File: src/rtl/conv_pkg.sv
// Shared constants and state type for the conv output-bank drain path.
// Bank geometry is fixed here so the top and the FIFO agree on widths.
package conv_pkg;

    localparam int WORD_AMOUNT_O  = 6272;
    localparam int BIT_PER_WORD_O = 16;
    localparam int ADDR_W         = $clog2(WORD_AMOUNT_O);

    localparam logic [ADDR_W-1:0] LAST_ADDR = ADDR_W'(WORD_AMOUNT_O - 1);

    typedef enum logic [1:0] {
        IDLE,
        RUN,
        FLUSH,
        DONE
    } drain_state_t;

endpackage

File: src/rtl/osram_drain_fifo.sv
// Two-entry skid FIFO for the drain return path; its head drives the output stream.
// Push and pop in the same cycle on a full FIFO is accepted and leaves the count unchanged.
module drain_fifo
    import conv_pkg::*;
(
    input  logic                      clk,
    input  logic                      rst,
    input  logic                      push_i,
    input  logic [BIT_PER_WORD_O-1:0] data_i,
    input  logic                      pop_i,
    output logic [BIT_PER_WORD_O-1:0] data_o,
    output logic                      full_o,
    output logic                      empty_o,
    output logic [1:0]                count_o
);

    logic [BIT_PER_WORD_O-1:0] mem_q [2];
    logic                      rd_ptr_q;
    logic                      wr_ptr_q;
    logic [1:0]                count_q;
    logic                      do_push;
    logic                      do_pop;

    assign full_o  = (count_q == 2'd2);
    assign empty_o = (count_q == 2'd0);
    assign count_o = count_q;
    assign do_pop  = pop_i && !empty_o;
    assign do_push = push_i && (!full_o || do_pop);

    always_ff @(posedge clk or posedge rst) begin
        if (rst) begin
            mem_q[0] <= '0;
            mem_q[1] <= '0;
            rd_ptr_q <= 1'b0;
            wr_ptr_q <= 1'b0;
            count_q  <= 2'd0;
        end else begin
            if (do_push) begin
                mem_q[wr_ptr_q] <= data_i;
                wr_ptr_q        <= ~wr_ptr_q;
            end
            if (do_pop) begin
                rd_ptr_q <= ~rd_ptr_q;
            end
            case ({do_push, do_pop})
                2'b10:   count_q <= count_q + 2'd1;
                2'b01:   count_q <= count_q - 2'd1;
                default: count_q <= count_q;
            endcase
        end
    end

    // An empty FIFO presents zero so the stream output is clean between runs.
    assign data_o = empty_o ? '0 : mem_q[rd_ptr_q];

endmodule

File: src/rtl/osram_drain.sv
// Drains conv output banks O0/O1 as an interleaved valid/ready word stream.
// Optional CHECKSUM_EN macro adds a running 32-bit sum of accepted words.
module osram_drain
    import conv_pkg::*;
(
    input  logic                      clk,
    input  logic                      rst,
    input  logic                      start,
    output logic                      busy,
    output logic                      done,
    output logic [ADDR_W-1:0]         addr_O0,
    output logic [ADDR_W-1:0]         addr_O1,
    output logic                      we_O0,
    output logic                      we_O1,
    input  logic [BIT_PER_WORD_O-1:0] dout_O0,
    input  logic [BIT_PER_WORD_O-1:0] dout_O1,
    output logic                      out_valid,
    input  logic                      out_ready,
    output logic [BIT_PER_WORD_O-1:0] out_data,
    output logic [31:0]               checksum
);

    drain_state_t              state_q;
    logic                      busy_q;
    logic                      done_q;
    logic                      sel_q;
    logic                      rsel_q;
    logic                      inflight_q;
    logic [ADDR_W-1:0]         addr_q;

    logic                      pop;
    logic                      issue;
    logic                      last_issue;
    logic                      fifo_full;
    logic                      fifo_empty;
    logic [1:0]                fifo_count;
    logic [2:0]                occ_next;
    logic [BIT_PER_WORD_O-1:0] ret_word;

    assign pop       = out_valid && out_ready;
    assign out_valid = !fifo_empty;

    // Occupancy next cycle counts this cycle's pop, which keeps 1 word/cycle with ready high.
    assign occ_next   = {1'b0, fifo_count} - {2'b00, pop} + {2'b00, inflight_q};
    assign issue      = (state_q == IDLE && start) ||
                        (state_q == RUN && occ_next < 3'd2 && !(fifo_full && !pop));
    assign last_issue = issue && sel_q && (addr_q == LAST_ADDR);
    assign ret_word   = rsel_q ? dout_O1 : dout_O0;

    drain_fifo u_fifo (
        .clk     (clk),
        .rst     (rst),
        .push_i  (inflight_q),
        .data_i  (ret_word),
        .pop_i   (pop),
        .data_o  (out_data),
        .full_o  (fifo_full),
        .empty_o (fifo_empty),
        .count_o (fifo_count)
    );

    always_ff @(posedge clk or posedge rst) begin
        if (rst) begin
            state_q    <= IDLE;
            busy_q     <= 1'b0;
            done_q     <= 1'b0;
            sel_q      <= 1'b0;
            rsel_q     <= 1'b0;
            inflight_q <= 1'b0;
            addr_q     <= '0;
        end else begin
            inflight_q <= issue;
            done_q     <= 1'b0;
            if (issue) begin
                rsel_q <= sel_q;
                sel_q  <= ~sel_q;
                if (sel_q && !last_issue) begin
                    addr_q <= addr_q + ADDR_W'(1);
                end
            end
            case (state_q)
                IDLE: begin
                    if (start) begin
                        state_q <= RUN;
                        busy_q  <= 1'b1;
                    end
                end
                RUN: begin
                    if (last_issue) begin
                        state_q <= FLUSH;
                    end
                end
                FLUSH: begin
                    if (fifo_empty && !inflight_q) begin
                        state_q <= DONE;
                        done_q  <= 1'b1;
                    end
                end
                DONE: begin
                    state_q <= IDLE;
                    busy_q  <= 1'b0;
                    addr_q  <= '0;
                    sel_q   <= 1'b0;
                end
                default: state_q <= IDLE;
            endcase
        end
    end

    assign busy    = busy_q;
    assign done    = done_q;
    assign addr_O0 = addr_q;
    assign addr_O1 = addr_q;
    assign we_O0   = 1'b0;
    assign we_O1   = 1'b0;

`ifdef CHECKSUM_EN
    logic [31:0] checksum_q;

    always_ff @(posedge clk or posedge rst) begin
        if (rst) begin
            checksum_q <= 32'd0;
        end else if (state_q == IDLE && start) begin
            checksum_q <= 32'd0;
        end else if (pop) begin
            checksum_q <= checksum_q + {{(32-BIT_PER_WORD_O){1'b0}}, out_data};
        end
    end

    assign checksum = checksum_q;
`else
    assign checksum = 32'd0;
`endif

endmodule
File: config.mk
export PLATFORM = sky130hd
export DESIGN_NAME = osram_drain
export DESIGN_NICKNAME = d
export VERILOG_FILES = /design/src/rtl/conv_pkg.sv /design/src/rtl/osram_drain_fifo.sv /design/src/rtl/osram_drain.sv
export SDC_FILE = /design/constraint.sdc
export NUM_CORES = 1
export LEC_CHECK = 0
export ABC_AREA = 1
export CAP_MARGIN = 20
export CORE_ASPECT_RATIO = 0.8
export CORE_MARGIN = 2
export CORE_UTILIZATION = 45
export CTS_CLUSTER_SIZE = 25
export DETAILED_ROUTE_END_ITERATION = 12
export DONT_BUFFER_PORTS = 1
export MAX_ROUTING_LAYER = met4
export PLACE_DENSITY = 0.59
export SYNTH_ARGS = -nofsm -noshare
export SYNTH_HDL_FRONTEND = slang
export SYNTH_SLANG_ARGS = --single-unit
File: constraint.sdc
create_clock -name clk -period 2.71 [get_ports clk]
set_clock_uncertainty 0.05 [all_clocks]
set_input_delay 0.271 -clock clk [delete_from_list [all_inputs] [get_ports clk]]
set_output_delay 0.271 -clock clk [all_outputs]
set_load 0.1 [all_outputs]
-- Yosys cells after proc, flatten, opt, wreduce, memory -nomap -nowiden
Index checks and enable logic that the tools add are counted.
- register bits: 56
- bits in latches: 0
- RAM bits: 0
- ROM bits: 0
- input bits: 36
- output and inout port bits: 79
- logic and storage cells: 87
- memories: 0
- $add $sub $neg: 5
- multipliers: 0
- div/mod/pow operators: 0
- magnitude comparators: 4
- eq/ne operators: 10
- shift operators: 0
- multiplexer cells: 22
- bitwise operators: 5
- reduce and logical (&&, ||, !) cells: 29
- operator list (operator ; count):
    $mux W16 ; 6
    $mux W13 ; 3
    $bwmux W32 ; 1
    $demux W16 S1 ; 1
    $add A13 B1 Y13 const B ; 1
    $eq A13 B13 Y1 const B ; 1
    $logic_and A1 B1 Y1 ; 12
    $eq A2 B2 Y1 const B ; 4
    $pmux W2 S4 ; 1
    $reduce_bool A2 Y1 ; 4
    $logic_not A1 Y1 ; 6
    $mux W2 ; 3
    $ne A2 B2 Y1 const B ; 3
    $mux W1 ; 5
    $eq A2 B1 Y1 const B ; 2
    $ge A2 B2 Y1 const B ; 2
    $logic_not A2 Y1 ; 2
    $not A1 Y2 ; 2
    $pmux W2 S2 ; 1
    $reduce_and A2 Y1 ; 2
    $add A3 B1 Y3 ; 1
    $lt A3 B2 Y1 const B ; 1
    $not A1 Y1 ; 3
    $reduce_and A3 Y1 ; 1
    other kinds (6) ; 7

-- Depth between registers and ports, before layout
- depth after elaboration: 16
- mapped depth: 15
- gate-level depth less buffers: 14

-- Hierarchy
A second synthesis with hierarchy kept.
- cells, all modules: 476
- area, all modules: 3719.8 sq um
- by module, submodules not included (module ; instances ; cells an instance ; area each (sq um) ; sequential area each (sq um)):
    osram_drain ; 1 ; 255 ; 1915.6 ; 500.5
    drain_fifo ; 1 ; 221 ; 1804.2 ; 900.9

-- Worst setup path after synthesis
Ideal clock, no wire load.
- kind: reg2out
- start: register u_fifo.count_q[1], in the netlist u_fifo.count_o[1]
- end: output port out_data[0]
- arrival time: 3.304 ns
- data required time: 2.389 ns
- slack: -0.915 ns
- cell stages (with the launch flop): 6
- buffers on the path: 1
- cells stage by stage: dfrtp_1 > nor2_2 > inv_1 > clkbuf_1 > o21ai_0 > a21oi_1
- word-level cells in the longest chain between the ends: 2
- RTL lines (what ; RTL line ; RTL):
    start, declared ; osram_drain_fifo.sv:20 ; logic [1:0] count_q;
    start signal, assigned ; osram_drain_fifo.sv:46 ; 2'b10: count_q <= count_q + 2'd1;
    start signal, assigned ; osram_drain_fifo.sv:47 ; 2'b01: count_q <= count_q - 2'd1;
    start signal, assigned ; osram_drain_fifo.sv:48 ; default: count_q <= count_q;
    $logic_not A2 Y1 ; osram_drain_fifo.sv:25 ; assign empty_o = (count_q == 2'd0);
    $mux W16 ; osram_drain_fifo.sv:54 ; assign data_o = empty_o ? '0 : mem_q[rd_ptr_q];
    end, declared ; osram_drain.sv:19 ; output logic [BIT_PER_WORD_O-1:0] out_data,
Every way passes these cells.

-- Worst setup path in the final report
- start: register u_fifo.count_q[0], in the netlist u_fifo.count_o[0]
- end: register addr_q[11], in the netlist addr_O0[11]
- word-level cells in the longest chain between the ends: 15
- elaborated cells between the ends (all ways): 20
- those cells by class: add/sub (2); order compare (1); eq/ne (1); reduce/logical (16)
- RTL lines (what ; RTL line ; RTL):
    $logic_not A2 Y1 ; osram_drain_fifo.sv:25 ;
    $logic_not A1 Y1 ; osram_drain.sv:41 ; assign out_valid = !fifo_empty;
    $logic_and A1 B1 Y1 ; osram_drain.sv:40 ; assign pop = out_valid && out_ready;
    $sub A2 B1 Y3 ; osram_drain.sv:44 ; assign occ_next = {1'b0, fifo_count} - {2'b00, pop} + {2'b00, inflight_q};
    $add A3 B1 Y3 ; osram_drain.sv:44 ;
    $lt A3 B2 Y1 ; osram_drain.sv:46 ; (state_q == RUN && occ_next < 3'd2 && !(fifo_full && !pop));
    $logic_and A1 B1 Y1 ; osram_drain.sv:46 ;
    $logic_and A1 B1 Y1 * ; osram_drain.sv:46 ;
    $logic_or A1 B1 Y1 * ; osram_drain.sv:45 ; assign issue = (state_q == IDLE && start) ||
    net issue ; osram_drain.sv:32 ; logic issue;
    $logic_and A1 B1 Y1 (2 in series) ; osram_drain.sv:47 ; assign last_issue = issue && sel_q && (addr_q == LAST_ADDR);
    $logic_not A1 Y1 ; osram_drain.sv:77 ; if (sel_q && !last_issue) begin
    $logic_and A1 B1 Y1 ; osram_drain.sv:77 ;
    $reduce_bool A2 Y1 (no source line) ; -- ;
    $reduce_and A2 Y1 (no source line) * ; -- ;
    end signal, assigned ; osram_drain.sv:78 ; addr_q <= addr_q + ADDR_W'(1);
    end, declared ; osram_drain.sv:29 ; logic [ADDR_W-1:0] addr_q;
The timed path passes the listed nets; every way through them passes the cells marked *.
A chain may end at the register's enable or synchronous reset.

==> results.json <==
{
  "mostFrequentLayoutCell": "nand2_1",
  "globalRouteTotalUtil_pct": 19.7,
  "netlist_instances": 463,
  "maximum_clock_path_buffer_count": 2,
  "min_period_ns": 2.57,
  "fp.dieH_um": 82.4,
  "remaining_drc_errors": 0,
  "relSlewSlack_pct": 39.9,
  "floorplan.rows": 28,
  "drive_above_1_share_pct": 22.3,
  "transition_time_at_the_pin_with_the_least_slew_margin_ns": 0.902,
  "layout.cells.most_common_list": "169 x nand2_1, 43 x dfrtp_1, 35 x inv_1",
  "gp_congestion": 0.814,
  "clock_tree.root_cell": "clkbuf_8",
  "routed_wl_mm": 7.69,
  "grt_first_pass_wirelength_mm": 12.5,
  "synth-compound-area-share_pct": 7.85,
  "critical_path_required_ns": 2.86,
  "drtIter0Drc": 165,
  "grt_remaining_overflow": 0,
  "maxClockFrequency_mhz": 389,
  "synthDominantCellAreaShare_pct": 40.5,
  "worstSetupPathType": "reg -> reg",
  "synth_area_um2": 3460,
  "clock_sinks": 56,
  "dr.pass1.iters": 4,
  "clk-insertion-delay-late_ns": 0.31,
  "worst_path_max_delay_cell": "fa_1",
  "grt_max_degree": 27,
  "critical_path.startpoint_type": "flip-flop",
  "cts_inserted_buffers": 5,
  "critical-path-top-cell-by-count": "nand3_2",
  "synth_top_family_by_area": "simple AND/OR/NAND/NOR gates",
  "final.period_utilization_pct": 94.8,
  "floorplan.io_pins": 115,
  "cell_type_contributing_the_most_total_cell_area_after_synthesis": "dfrtp_1",
  "critical_path_peak_fanout": 6,
  "tritoncts": "done",
  "drv.max_cap_violation_count": 0,
  "antenna_cells": 0,
  "post_synth_cell_types": 33,
  "critical-path-top-delay-family": "simple AND/OR/NAND/NOR gates",
  "ffs_latches_synth": 56,
  "coreArea_um2": 7430,
  "detail_route.wl_per_cell_um": 13.0,
  "hold_violations": 0,
  "fp.dieArea_um2": 8400,
  "clk_transition_reported_paths_ns": 0.10,
  "fin_worst_hold_slack_ns": 0.129,
  "design.final.nets": 531,
  "vias": 2829,
  "antenna_left": 0,
  "synthTopCellsByArea": "dfrtp_1 41%, nand2_1 19%, buf_4 10%",
  "post_synthesis_share_of_cell_area_spent_on_xor_and_xnor_gates_pct": 2.03,
  "critical_path.max_stage_delay_ns": 0.47,
  "critPathCaptureType": "flip-flop",
  "synth-seq-area-share_pct": 40.5,
  "syn_to_final_growth_pct": 15.8,
  "antenna_violations_before_repair": 0,
  "cp_data_arrival_time_ns": 2.72,
  "finalSetupViolations": 0,
  "critical_path.cell_chain": "nor2_4 -> nor2_1 -> ha_1 -> or2_4 -> fa_1 -> nand2_1 -> a21oi_2 -> nand3_2 -> nand2_2 -> nand3_2 -> nand2_4 -> clkbuf_16 -> o21ai_1",
  "avgSynthCellArea_um2": 7.47,
  "worst-path-buf-inv": 1,
  "timing.final.max_slew_violations": 0,
  "min_path_type": "in -> reg",
  "muxShareOfSynthArea_pct": 1.95,
  "grt_pass1_vias": 2616,
  "htree_num_levels": 2,
  "post_synth_fa_ha_maj_area_fraction_pct": 3.11,
  "chipWidth_um": 102,
  "floorplan.initialDensity_pct": 46.5,
  "place.port_buffers": 0,
  "yosysWarningCount": 0,
  "run_status": "complete, no violations",
  "hpwlAfterDp_mm": 5.40,
  "yosys.area_share.simple_pct": 27.7,
  "detail_routed_via_count_per_cell": 4.77
}
-- worst register-to-register path, stage by stage, from the launching register on --
cell	delay, ns
dfrtp_1	0.44
nor2_4	0.11
nor2_1	0.06
ha_1	0.26
or2_4	0.25
fa_1	0.47
nand2_1	0.06
a21oi_2	0.12
nand3_2	0.10
nand2_2	0.09
nand3_2	0.09
nand2_4	0.14
clkbuf_16	0.17
o21ai_1	0.06
-- routing by layer --
layer	GRT usage, %	vias up	wire (um)
met5	-	-	0
met3	5.47	8	468
met1	27.9	1306	3720
li1	-	1414	-
met4	4.80	0	81
met2	28.2	101	3420
-- final timing paths --
path | startpoint | to | slack, ns | depth (start not counted)
setup / recovery | u_fifo.count_o[0] | addr_O0[11] | 0.14 | 13
hold / removal | start | busy | 0.13 | 3
setup reg to reg | u_fifo.count_o[0] | addr_O0[11] | 0.14 | 13
hold reg to reg | u_fifo.mem_q[31] | u_fifo.mem_q[31] | 0.43 | 2
max in group asynchronous | rst | busy | 1.55 | 3
min in group asynchronous | rst | u_fifo.mem_q[12] | 0.40 | 2
-- Yosys cell counts --
library cell,n
a21boi_0,1
a21oi_1,21
buf_2,5
buf_4,48
buf_6,1
clkbuf_1,7
clkinv_1,1
clkinv_4,1
conb_1,1
dfrtp_1,56
fa_1,1
ha_1,7
inv_1,36
inv_2,2
mux2_2,6
nand2_1,173
nand2_2,3
nand3_1,13
nand3_2,2
nand4_1,5
nor2_1,21
nor2_2,2
nor2_4,2
nor3_1,6
nor3_4,1
nor4_1,1
o21ai_0,22
o21ai_1,7
o21bai_1,1
o22ai_1,1
or2_2,1
xnor2_1,1
xor2_1,7
-- repair_timing --
item	4_1_cts	5_1_grt
gates cloned	0	1
hold endpoints to repair	23	0
gates resized for setup	1	12
setup endpoints to repair	5	16
setup buffers	0	1
hold buffers	1	0
pin swaps	0	3
-- cells by family after synthesis --
family                   count (synthesis)
AO/OA/AOI/OAI                           53
buffers and inverters                  101
multiplexers                             6
other                                    1
AND/OR/NAND/NOR                        230
flip-flops                              56
adder cells (fa/ha/maj)                  8
XOR/XNOR                                 8
-- through the flow --
stage	setup TNS [ns]	instance area [um2]	cells	util (%)	worst slack, ns
global route	-0.00136	4000	593	53.9	-0.00136
floorplan	0	3620	496	-	0.00301
finish	0	4000	593	53.9	0.141
detailed placement	-0.0201	3820	582	51.5	-0.0201
CTS	0	3930	591	52.9	0.0406
global placement	0	3820	582	51.5	0.0613
-- sequential cells by signal, indices dropped and copies added (netlist names) --
name             count
sel_q                1
rsel_q               1
state_q              2
u_fifo.mem_q        32
done                 1
u_fifo.wr_ptr_q      1
u_fifo.rd_ptr_q      1
addr_O0             13
u_fifo.count_o       2
inflight_q           1
busy                 1
-- final cells by class --
type	instances	area (um2)
Fill cell	732	3420
Multi-Input combinational cell	339	1700
Sequential cell	56	1420
Timing Repair Buffer	45	503
Inverter	40	155
Tap cell	105	131
Clock buffer	7	86.3
Clock inverter	1	7.51
Power is left out: the tool's default activity adds up to more than one toggle a clock period on the data nets, which glitch-free logic cannot reach.
